<file path="config.mk">
export PLATFORM = sky130hd
export DESIGN_NAME = pipelined_adder
export DESIGN_NICKNAME = d
export VERILOG_FILES = /design/src/rtl/pipelined_adder.sv
export SDC_FILE = /design/constraint.sdc
export NUM_CORES = 1
export LEC_CHECK = 0
export CAP_MARGIN = 10
export CORE_MARGIN = 2
export CORE_UTILIZATION = 47
export CTS_BUF_LIST = sky130_fd_sc_hd__clkbuf_8
export CTS_CLUSTER_SIZE = 25
export DETAILED_ROUTE_END_ITERATION = 16
export PLACE_DENSITY_LB_ADDON = 0.08
export SKIP_LAST_GASP = 1
export SLEW_MARGIN = 25
export SYNTH_ARGS = -nofsm -noshare
export SYNTH_HDL_FRONTEND = slang
export SYNTH_SLANG_ARGS = --single-unit
export TNS_END_PERCENT = 50
</file>
<file path="constraint.sdc">
create_clock -name clk -period 2.55 [get_ports clk]
set_clock_uncertainty 0.2 [all_clocks]
set_input_delay 0.6375 -clock clk [delete_from_list [all_inputs] [get_ports clk]]
set_output_delay 0.6375 -clock clk [all_outputs]
set_load 0.01 [all_outputs]
</file>
<file path="src/rtl/pipelined_adder.sv">
// -----------------------------------------------------------------------------
// pipelined_adder
//
// Parametrised add/subtract unit with the WIDTH-bit carry chain split into
// STAGES registered segments of SEG = WIDTH/STAGES bits. It produces NZCV flags
// and can saturate signed results. Valid/ready handshakes on both sides let the
// unit stall in place.
//
// Parameters
//   WIDTH   operand/result width; must be divisible by STAGES
//   STAGES  pipeline depth (= latency) and number of carry segments, 1..WIDTH
//
// Ports
//   clk        in   rising-edge clock
//   rst        in   asynchronous active-high reset
//   in_valid   in   operand set present
//   in_ready   out  operands accepted this cycle (= pipeline may advance)
//   a, b       in   operands, WIDTH bits
//   op         in   00 ADD, 01 SUB, 10 ADC, 11 SBB
//   cin        in   carry-in for ADC/SBB, ignored for ADD/SUB
//   sat        in   1 = saturate the signed result on overflow
//   out_valid  out  result/flags valid
//   out_ready  in   consumer takes the result this cycle
//   result     out  sum/difference, WIDTH bits
//   flag_n     out  result MSB
//   flag_z     out  result == 0
//   flag_c     out  carry out of MSB (1 = no borrow for subtraction)
//   flag_v     out  signed overflow of the unsaturated sum
// -----------------------------------------------------------------------------
module pipelined_adder #(
    parameter int WIDTH  = 16,
    parameter int STAGES = 2
) (
    input  logic             clk,
    input  logic             rst,
    input  logic             in_valid,
    output logic             in_ready,
    input  logic [WIDTH-1:0] a,
    input  logic [WIDTH-1:0] b,
    input  logic [1:0]       op,
    input  logic             cin,
    input  logic             sat,
    output logic             out_valid,
    input  logic             out_ready,
    output logic [WIDTH-1:0] result,
    output logic             flag_n,
    output logic             flag_z,
    output logic             flag_c,
    output logic             flag_v
);

    localparam int SEG = WIDTH / STAGES;
    localparam int MSB = WIDTH - 1;

    typedef enum logic [1:0] {
        OP_ADD = 2'b00,
        OP_SUB = 2'b01,
        OP_ADC = 2'b10,
        OP_SBB = 2'b11
    } op_e;

    // One pipeline slot. The operand vectors stay full width: upper segments
    // are the skewed operands still waiting to be added, and lower segments of
    // sum are completed result bits travelling towards the output.
    typedef struct packed {
        logic             vld;
        logic             sat;
        logic             c;      // carry into the next segment
        logic [WIDTH-1:0] a;
        logic [WIDTH-1:0] b;      // effective operand B'
        logic [WIDTH-1:0] sum;
    } stage_t;

    logic             r_out_valid;
    logic [WIDTH-1:0] r_result;
    logic             r_flag_n;
    logic             r_flag_z;
    logic             r_flag_c;
    logic             r_flag_v;

    logic             w_advance;
    logic [WIDTH-1:0] w_b_eff;
    logic             w_c0;
    stage_t           w_stg_in [STAGES];   // slot presented to stage k

    // The whole pipe moves as one; bubbles are kept during a stall.
    assign w_advance = !r_out_valid || out_ready;
    assign in_ready  = w_advance;

    // NOTE: defaults are assigned before the case so every path drives both
    // outputs and no latch is inferred.
    always_comb begin
        w_b_eff = b;
        w_c0    = 1'b0;
        unique case (op_e'(op))
            OP_ADD: begin
                w_b_eff = b;
                w_c0    = 1'b0;
            end
            OP_SUB: begin
                w_b_eff = ~b;
                w_c0    = 1'b1;
            end
            OP_ADC: begin
                w_b_eff = b;
                w_c0    = cin;
            end
            OP_SBB: begin
                w_b_eff = ~b;
                w_c0    = cin;
            end
        endcase
    end

    assign w_stg_in[0] = '{vld: in_valid, sat: sat, c: w_c0,
                           a: a, b: w_b_eff, sum: '0};

    for (genvar k = 0; k < STAGES; k++) begin : g_stage
        logic [SEG:0] w_seg;
        stage_t       w_out;

        // Segment k of the carry chain, fed by the carry registered by k-1.
        assign w_seg = {1'b0, w_stg_in[k].a[k*SEG +: SEG]}
                     + {1'b0, w_stg_in[k].b[k*SEG +: SEG]}
                     + {{SEG{1'b0}}, w_stg_in[k].c};

        always_comb begin
            w_out                  = w_stg_in[k];
            w_out.sum[k*SEG +: SEG] = w_seg[SEG-1:0];
            w_out.c                = w_seg[SEG];
        end

        if (k < STAGES - 1) begin : g_reg
            stage_t r_stg;

            // NOTE: sequential state uses non-blocking assignments so every
            // register samples the pre-edge value of its neighbours. The slot
            // payload is reset along with the valid bit so bubbles carry
            // deterministic contents.
            always_ff @(posedge clk or posedge rst) begin
                if (rst) begin
                    r_stg <= '0;
                end else if (w_advance) begin
                    r_stg <= w_out;
                end
            end

            assign w_stg_in[k+1] = r_stg;
        end else begin : g_out
            logic             w_ovf;
            logic [WIDTH-1:0] w_res;

            // Overflow of a + B' + c0: operands agree in sign, sum does not.
            assign w_ovf = (w_out.a[MSB] == w_out.b[MSB])
                        && (w_out.sum[MSB] != w_out.a[MSB]);

            // Positive overflow is only possible with a >= 0, so a's sign
            // selects the clamp value.
            always_comb begin
                w_res = w_out.sum;
                if (w_out.sat && w_ovf) begin
                    w_res = w_out.a[MSB] ? {1'b1, {(WIDTH-1){1'b0}}}
                                         : {1'b0, {(WIDTH-1){1'b1}}};
                end
            end

            // Data registers load only with a valid op so the last result
            // stays put after out_valid drops.
            always_ff @(posedge clk or posedge rst) begin
                if (rst) begin
                    r_out_valid <= 1'b0;
                    r_result    <= '0;
                    r_flag_n    <= 1'b0;
                    r_flag_z    <= 1'b0;
                    r_flag_c    <= 1'b0;
                    r_flag_v    <= 1'b0;
                end else if (w_advance) begin
                    r_out_valid <= w_out.vld;
                    if (w_out.vld) begin
                        r_result <= w_res;
                        r_flag_n <= w_res[MSB];
                        r_flag_z <= (w_res == '0);
                        r_flag_c <= w_out.c;
                        r_flag_v <= w_ovf;
                    end
                end
            end
        end
    end

    assign out_valid = r_out_valid;
    assign result    = r_result;
    assign flag_n    = r_flag_n;
    assign flag_z    = r_flag_z;
    assign flag_c    = r_flag_c;
    assign flag_v    = r_flag_v;

endmodule
</file>
==> flow_summary.json, run 1 <==
{
  "status": "finished with violations",
  "violations": "setup timing",
  "cts_buffer_depth": 2,
  "synthArstFlopShare": 1.00,
  "antenna_found_initial": 0,
  "power.density_nw_per_um2": 766,
  "synth_edf_count": 0,
  "ys_top_cells_by_count": "52 x nor2_1, 47 x dfrtp_1, 21 x a21oi_1",
  "drt_iter0_drc": 91,
  "nFillCells": 473,
  "post-route-drc-count": 0,
  "initial_core_util": 0.485,
  "port-buffer-count": 61,
  "r2r_setup_slack_ns": -0.19,
  "row_count": 27,
  "hpwl_um": 4110,
  "crit_fanout": 2,
  "wirelength_um": 5390,
  "diodes": 0,
  "drive_gt1_frac": 0.214,
  "r2r-start": "g_stage[0].g_reg.r_stg[48]",
  "synthFlopType": "dfrtp_1",
  "syn_nets": 335,
  "setup_tns_ns": -0.189,
  "gp_congestion": 0.749,
  "rr_endpoint": "flag_z",
  "leakage_nw": 1.64,
  "dr.pass1.iters": 4,
  "coreArea_um2": 5510,
  "post-route-min-period_ns": 2.74,
  "grt_overflow": 0,
  "reg2reg_depth": 7,
  "max_freq_mhz": 365,
  "first_global_vias": 1992,
  "cts_tree": "done",
  "wl_per_cell_um": 12.2,
  "max_slew.worst_pin.slew_ns": 0.554,
  "syn_inst": 277,
  "clockRootBuffer": "clkbuf_8",
  "mappedNetlistArea_um2": 2670,
  "endpoint": "flag_z",
  "worstHoldPathType": "reg -> reg",
  "area_delta_synth_final_pct": 41.1,
  "ios": 62,
  "grt_max_degree": 48,
  "htree_levels": 2,
  "clkSlewWorstSetupHoldPaths_ns": 0.08,
  "fin_util": 0.684,
  "grt_use_total": 0.186,
  "synth.avg_cell_area_um2": 9.63,
  "critical_path_required_ns": 2.56,
  "path_class": "reg -> reg",
  "fin_ws_ns": -0.189,
  "yosysTopAreaCellShare": 0.441,
  "yosys-top-cells-area": "dfrtp_1 44%, nor2_1 7.3%, ha_1 6.6%",
  "cts_hold_buf": 0,
  "yosysMostFrequentCell": "nor2_1",
  "clk_latency_ns": 0.30,
  "drv_cap": 0,
  "cts_made_buffers": 5,
  "arrival_ns": 2.75,
  "synth_area_leader_cell": "dfrtp_1",
  "postRouteAntennaNets": 0,
  "vias": 2167,
  "whs_ns": 0.296,
  "cp-end-kind": "register",
  "die_w_um": 79.4,
  "cp-start-kind": "register",
  "nNetsFinal": 427,
  "finalNonFillerCells": 442,
  "dpl.cell_count": 426,
  "clkSinkCount": 47,
  "ys_types": 36,
  "drv_slew": 0,
  "via_per_inst": 4.90,
  "ir_drop_v": 0.000399,
  "seq_area_frac_synth": 0.441,
  "dieHeight_um": 79.4,
  "crit_path_start": "g_stage[0].g_reg.r_stg[48]",
  "ys_warn_count": 0,
  "dieArea_um2": 6300,
  "setup_viol": 1,
  "rsz0062_at_grt": "true",
  "period_share": 1.07,
  "grt_pass1_wl_um": 9230,
  "maxSlewHeadroom": 0.631,
  "finalHoldViolations": 0,
  "ys_seq_elements": 47
}
[cells in the final DEF, fill, tap and decap left out, types with 2 or more instances in the layout]
cell             instances
dlygate4sd2_1            2
clkinvlp_4               2
o21ai_0                 10
inv_2                    2
buf_4                   34
clkdlybuf4s50_1         54
nand2_1                 10
a21oi_2                  4
o21a_1                   3
mux2_2                  10
fa_2                     3
nor3_1                  17
ha_1                    14
a31oi_1                  2
nor2_1                  52
mux2i_1                  3
nand2b_1                 5
nor2b_1                  3
buf_6                    2
inv_1                   11
xor2_1                  12
clkbuf_8                 5
dfrtp_1                 47
xnor2_1                 12
buf_12                   3
mux2_4                   2
o21ai_1                  5
a21oi_1                 18
[power by group]
group          switching (mW)  internal, mW  total (mW)
Sequential              0.141         0.960        1.10
Combinational           0.593         0.749        1.34
Clock                   0.250         0.191       0.441
[registers in the layout, indices dropped and copies added, names as in the netlist]
| name | cells |
|---|---|
| result | 16 |
| flag_z | 1 |
| flag_c | 1 |
| out_valid | 1 |
| flag_v | 1 |
| g_stage.g_reg.r_stg | 27 |
[metrics by stage]
stage	total power [mW]	area [um2]	setup slack, ns
after detailed placement	2.41	3580	-0.699
after floorplan	1.81	2730	-0.293
after global routing	3.11	3770	-0.298
after global placement	2.37	3580	-0.625
final	2.88	3770	-0.189
after CTS	2.89	3740	-0.199
[cell families (layout without fill, tap and decap cells)]
family          Yosys count  count (layout)  synth area share
buf+inv                  26             119            0.0413
compound gates           51              51             0.119
fa+ha+maj                18              18            0.0956
simple gates             95              95             0.160
mux                      15              15            0.0619
flops                    47              47             0.441
xor+xnor                 25              25            0.0820
[what timing repair did]
item,CTS,global route
buffers inserted,7,1
pin swaps,14,6
endpoints found under the setup margin,8,24
gates resized for setup,22,7
[per-layer routing]
metal	part of all wire	wire length (um)	track usage
met1	0.48	2580	0.262
met2	0.47	2520	0.296
met3	0.039	209	0.0295
met5	0	0	0
met4	0.014	73	0.0569
[worst max-delay path: stages (launching register included)]
cell     delay [ns]
dfrtp_1        0.39
fa_2           0.23
inv_1          0.05
fa_1           0.49
or4b_1         0.45
nor4_2         0.16
or4b_4         0.50
o31ai_2        0.18
[how the worst min path moves through the flow]
stage	start	to	depth (start not counted)
2_1_floorplan	g_stage[0].g_reg.r_stg[50]	out_valid	1
3_3_place_gp	flag_v	flag_v	2
3_5_place_dp	flag_v	flag_v	2
4_1_cts	flag_v	flag_v	2
5_1_grt	flag_v	flag_v	2
6_report	flag_v	flag_v	2
[cell type report]
class | instances | area (um2) | share of cell area
clock buffers | 5 | 68.8 | 0.0183
clock inverters | 3 | 20.0 | 0.00532
inverters | 13 | 48.8 | 0.0130
multi-input cells | 204 | 1440 | 0.383
flip-flops and latches | 47 | 1180 | 0.312
well taps | 72 | 90.1 | 0.0239
repair buffers | 98 | 918 | 0.244
No activity file was read; power rests on OpenSTA's default activity.
==> run 2, diff against run 1 <==
--- a/config.mk
+++ b/config.mk
@@ -7,7 +7,7 @@
 export LEC_CHECK = 0
 export CAP_MARGIN = 10
 export CORE_MARGIN = 2
-export CORE_UTILIZATION = 47
+export CORE_UTILIZATION = 52
 export CTS_BUF_LIST = sky130_fd_sc_hd__clkbuf_8
 export CTS_CLUSTER_SIZE = 25
 export DETAILED_ROUTE_END_ITERATION = 16
==> constraint.sdc (replaced) <==
create_clock -name clk -period 3.1 [get_ports clk]
set_clock_uncertainty 0.2 [all_clocks]
set_input_delay 0.775 -clock clk [delete_from_list [all_inputs] [get_ports clk]]
set_output_delay 0.775 -clock clk [all_outputs]
set_load 0.01 [all_outputs]
==> run 2 against run 1 <==
The flow now finishes without violations. Clock power up 20%. Hold slack worse by 0.013 ns. Final area down 5.1%. Sequential power down 18%. Global-route usage up 2.9 points. Via count down 3.4%. Cell count down 6.1%. Die area down 9.1%. First-iteration DRC count up 1.1%. Critical path depth up 4. Power down 16%. Non-clock buffer count down 25. Highest routed layer unchanged.
==> flow_summary.json, run 2 (synthesis gave the netlist of run 1 again) <==
{
  "drt_iter0_drc": 92,
  "antenna_found_initial": 0,
  "arrival_ns": 3.00,
  "place_ws_ns": -0.323,
  "grt_max_degree": 26,
  "drv_slew": 0,
  "largest_reg_flops": 27,
  "drv_cap": 0,
  "gp_congestion": 0.819,
  "grt_overflow": 0,
  "port-buffer-count": 61,
  "via_per_inst": 5.04,
  "worstHoldPathType": "reg -> reg",
  "clkSinkCount": 47,
  "period_share": 0.973,
  "finalHoldViolations": 0,
  "final_cell_mix": "60 x clkdlybuf4s50_1, 52 x nor2_1, 47 x dfrtp_1",
  "die_w_um": 75.6,
  "dr.pass1.iters": 4,
  "path_class": "in -> reg",
  "nFillCells": 427,
  "power.density_nw_per_um2": 681,
  "grt_pass1_wl_um": 9230,
  "cts_hold_buf": 0,
  "dieHeight_um": 75.6,
  "wl_per_cell_um": 13.0,
  "status": "finished, final reports clean",
  "dpl.cell_count": 407,
  "area_delta_synth_final_pct": 33.9,
  "critical_path_required_ns": 3.09,
  "whs_ns": 0.283,
  "cp-end-kind": "register",
  "row_count": 26,
  "ir_drop_v": 0.000297,
  "post-cts-setup-buffer-count": 0,
  "post-route-drc-count": 0,
  "layout_commonest_cell": "clkdlybuf4s50_1",
  "clkSlewWorstSetupHoldPaths_ns": 0.09,
  "clk_latency_ns": 0.30,
  "hpwl_um": 4260,
  "crit_fanout": 3,
  "first_global_vias": 1974,
  "nNetsFinal": 402,
  "largest-register": "g_stage.g_reg.r_stg",
  "r2r_setup_slack_ns": 0.33,
  "ios": 62,
  "max_slew.worst_pin.slew_ns": 0.887,
  "setup_tns_ns": 0,
  "cts_made_buffers": 5,
  "initial_core_util": 0.529,
  "drive_gt1_frac": 0.122,
  "cp-start-kind": "input port",
  "fin_ws_ns": 0.0831,
  "coreArea_um2": 5040,
  "post-route-min-period_ns": 3.02,
  "setup_viol": 0,
  "grt_use_total": 0.215,
  "cts_buffer_depth": 2,
  "postRouteAntennaNets": 0,
  "cts_tree": "done",
  "clockRootBuffer": "clkbuf_8",
  "dieArea_um2": 5720,
  "maxSlewHeadroom": 0.405,
  "leakage_nw": 1.53,
  "finalNonFillerCells": 415,
  "diodes": 0,
  "wirelength_um": 5410,
  "htree_levels": 2,
  "max_freq_mhz": 331,
  "vias": 2093,
  "rsz0062_at_grt": "true"
}
run 2: final timing paths:
kind,startpoint,end,depth (start not counted)
hold / removal,result[9],result[9],2
min in group asynchronous,rst,result[7],2
setup / recovery,op[1],g_stage[0].g_reg.r_stg[6],11
hold reg to reg,result[9],result[9],2
max in group asynchronous,rst,g_stage[0].g_reg.r_stg[28],3
setup reg to reg,g_stage[0].g_reg.r_stg[24],flag_z,7
run 2: power breakdown:
part           leakage (nW)  total, mW  switching (mW)  internal [mW]
Sequential            0.538      0.903           0.113          0.790
Combinational         0.929       1.00           0.471          0.532
Clock                0.0644      0.528           0.207          0.321
Total                  1.53       2.43           0.791           1.64
run 2: worst max-delay path, stage by stage:
cell,delay [ns]
clkdlybuf4s50_1,0.46
mux2_2,0.34
fa_1,0.39
inv_1,0.08
fa_1,0.19
nor2b_1,0.06
o21ai_2,0.14
a21oi_2,0.08
o21ai_0,0.14
a21oi_1,0.08
mux2_2,0.26
run 2: cell type report:
class                           instances  area (um2)  share of cell area
Clock inverter                          3        67.6              0.0189
Tap cell                               70        87.6              0.0245
Inverter                               13        48.8              0.0137
Sequential cell                        47        1180               0.329
Multi-Input combinational cell        204        1390               0.390
Timing Repair Buffer                   73         732               0.205
Clock buffer                            5        68.8              0.0193
run 2: stage by stage:
| stage | power, mW | instance area, um2 | util |
|---|---|---|---|
| after detailed placement | 1.91 | 3420 | 0.678 |
| after CTS | 2.45 | 3560 | 0.705 |
| final | 2.43 | 3570 | 0.709 |
| after global placement | 1.88 | 3420 | 0.678 |
| after floorplan | 1.48 | 2680 | - |
| after global routing | 2.63 | 3570 | 0.709 |
run 2: what timing repair did:
| action | 4_1_cts | 5_1_grt |
|---|---|---|
| setup endpoints to repair | 1 | 4 |
| resized for setup | 0 | 6 |
| pin swaps | 1 | 1 |
run 2: layer usage:
| layer | track usage | part of all wire | up-vias |
|---|---|---|---|
| met3 | 0.0410 | 0.041 | 5 |
| met2 | 0.335 | 0.47 | 50 |
| li1 | - | - | 1069 |
| met1 | 0.308 | 0.48 | 969 |
| met4 | 0.0585 | 0.0091 | 0 |
| met5 | 0 | 0 | - |
==> run 3, diff against run 2 <==
--- a/config.mk
+++ b/config.mk
@@ -5,7 +5,7 @@
 export SDC_FILE = /design/constraint.sdc
 export NUM_CORES = 1
 export LEC_CHECK = 0
-export CAP_MARGIN = 10
+export CAP_MARGIN = 25
 export CORE_MARGIN = 2
 export CORE_UTILIZATION = 52
 export CTS_BUF_LIST = sky130_fd_sc_hd__clkbuf_8
==> results of run 3 <==
Final layout, timing and power as in run 2 (identical DEF).
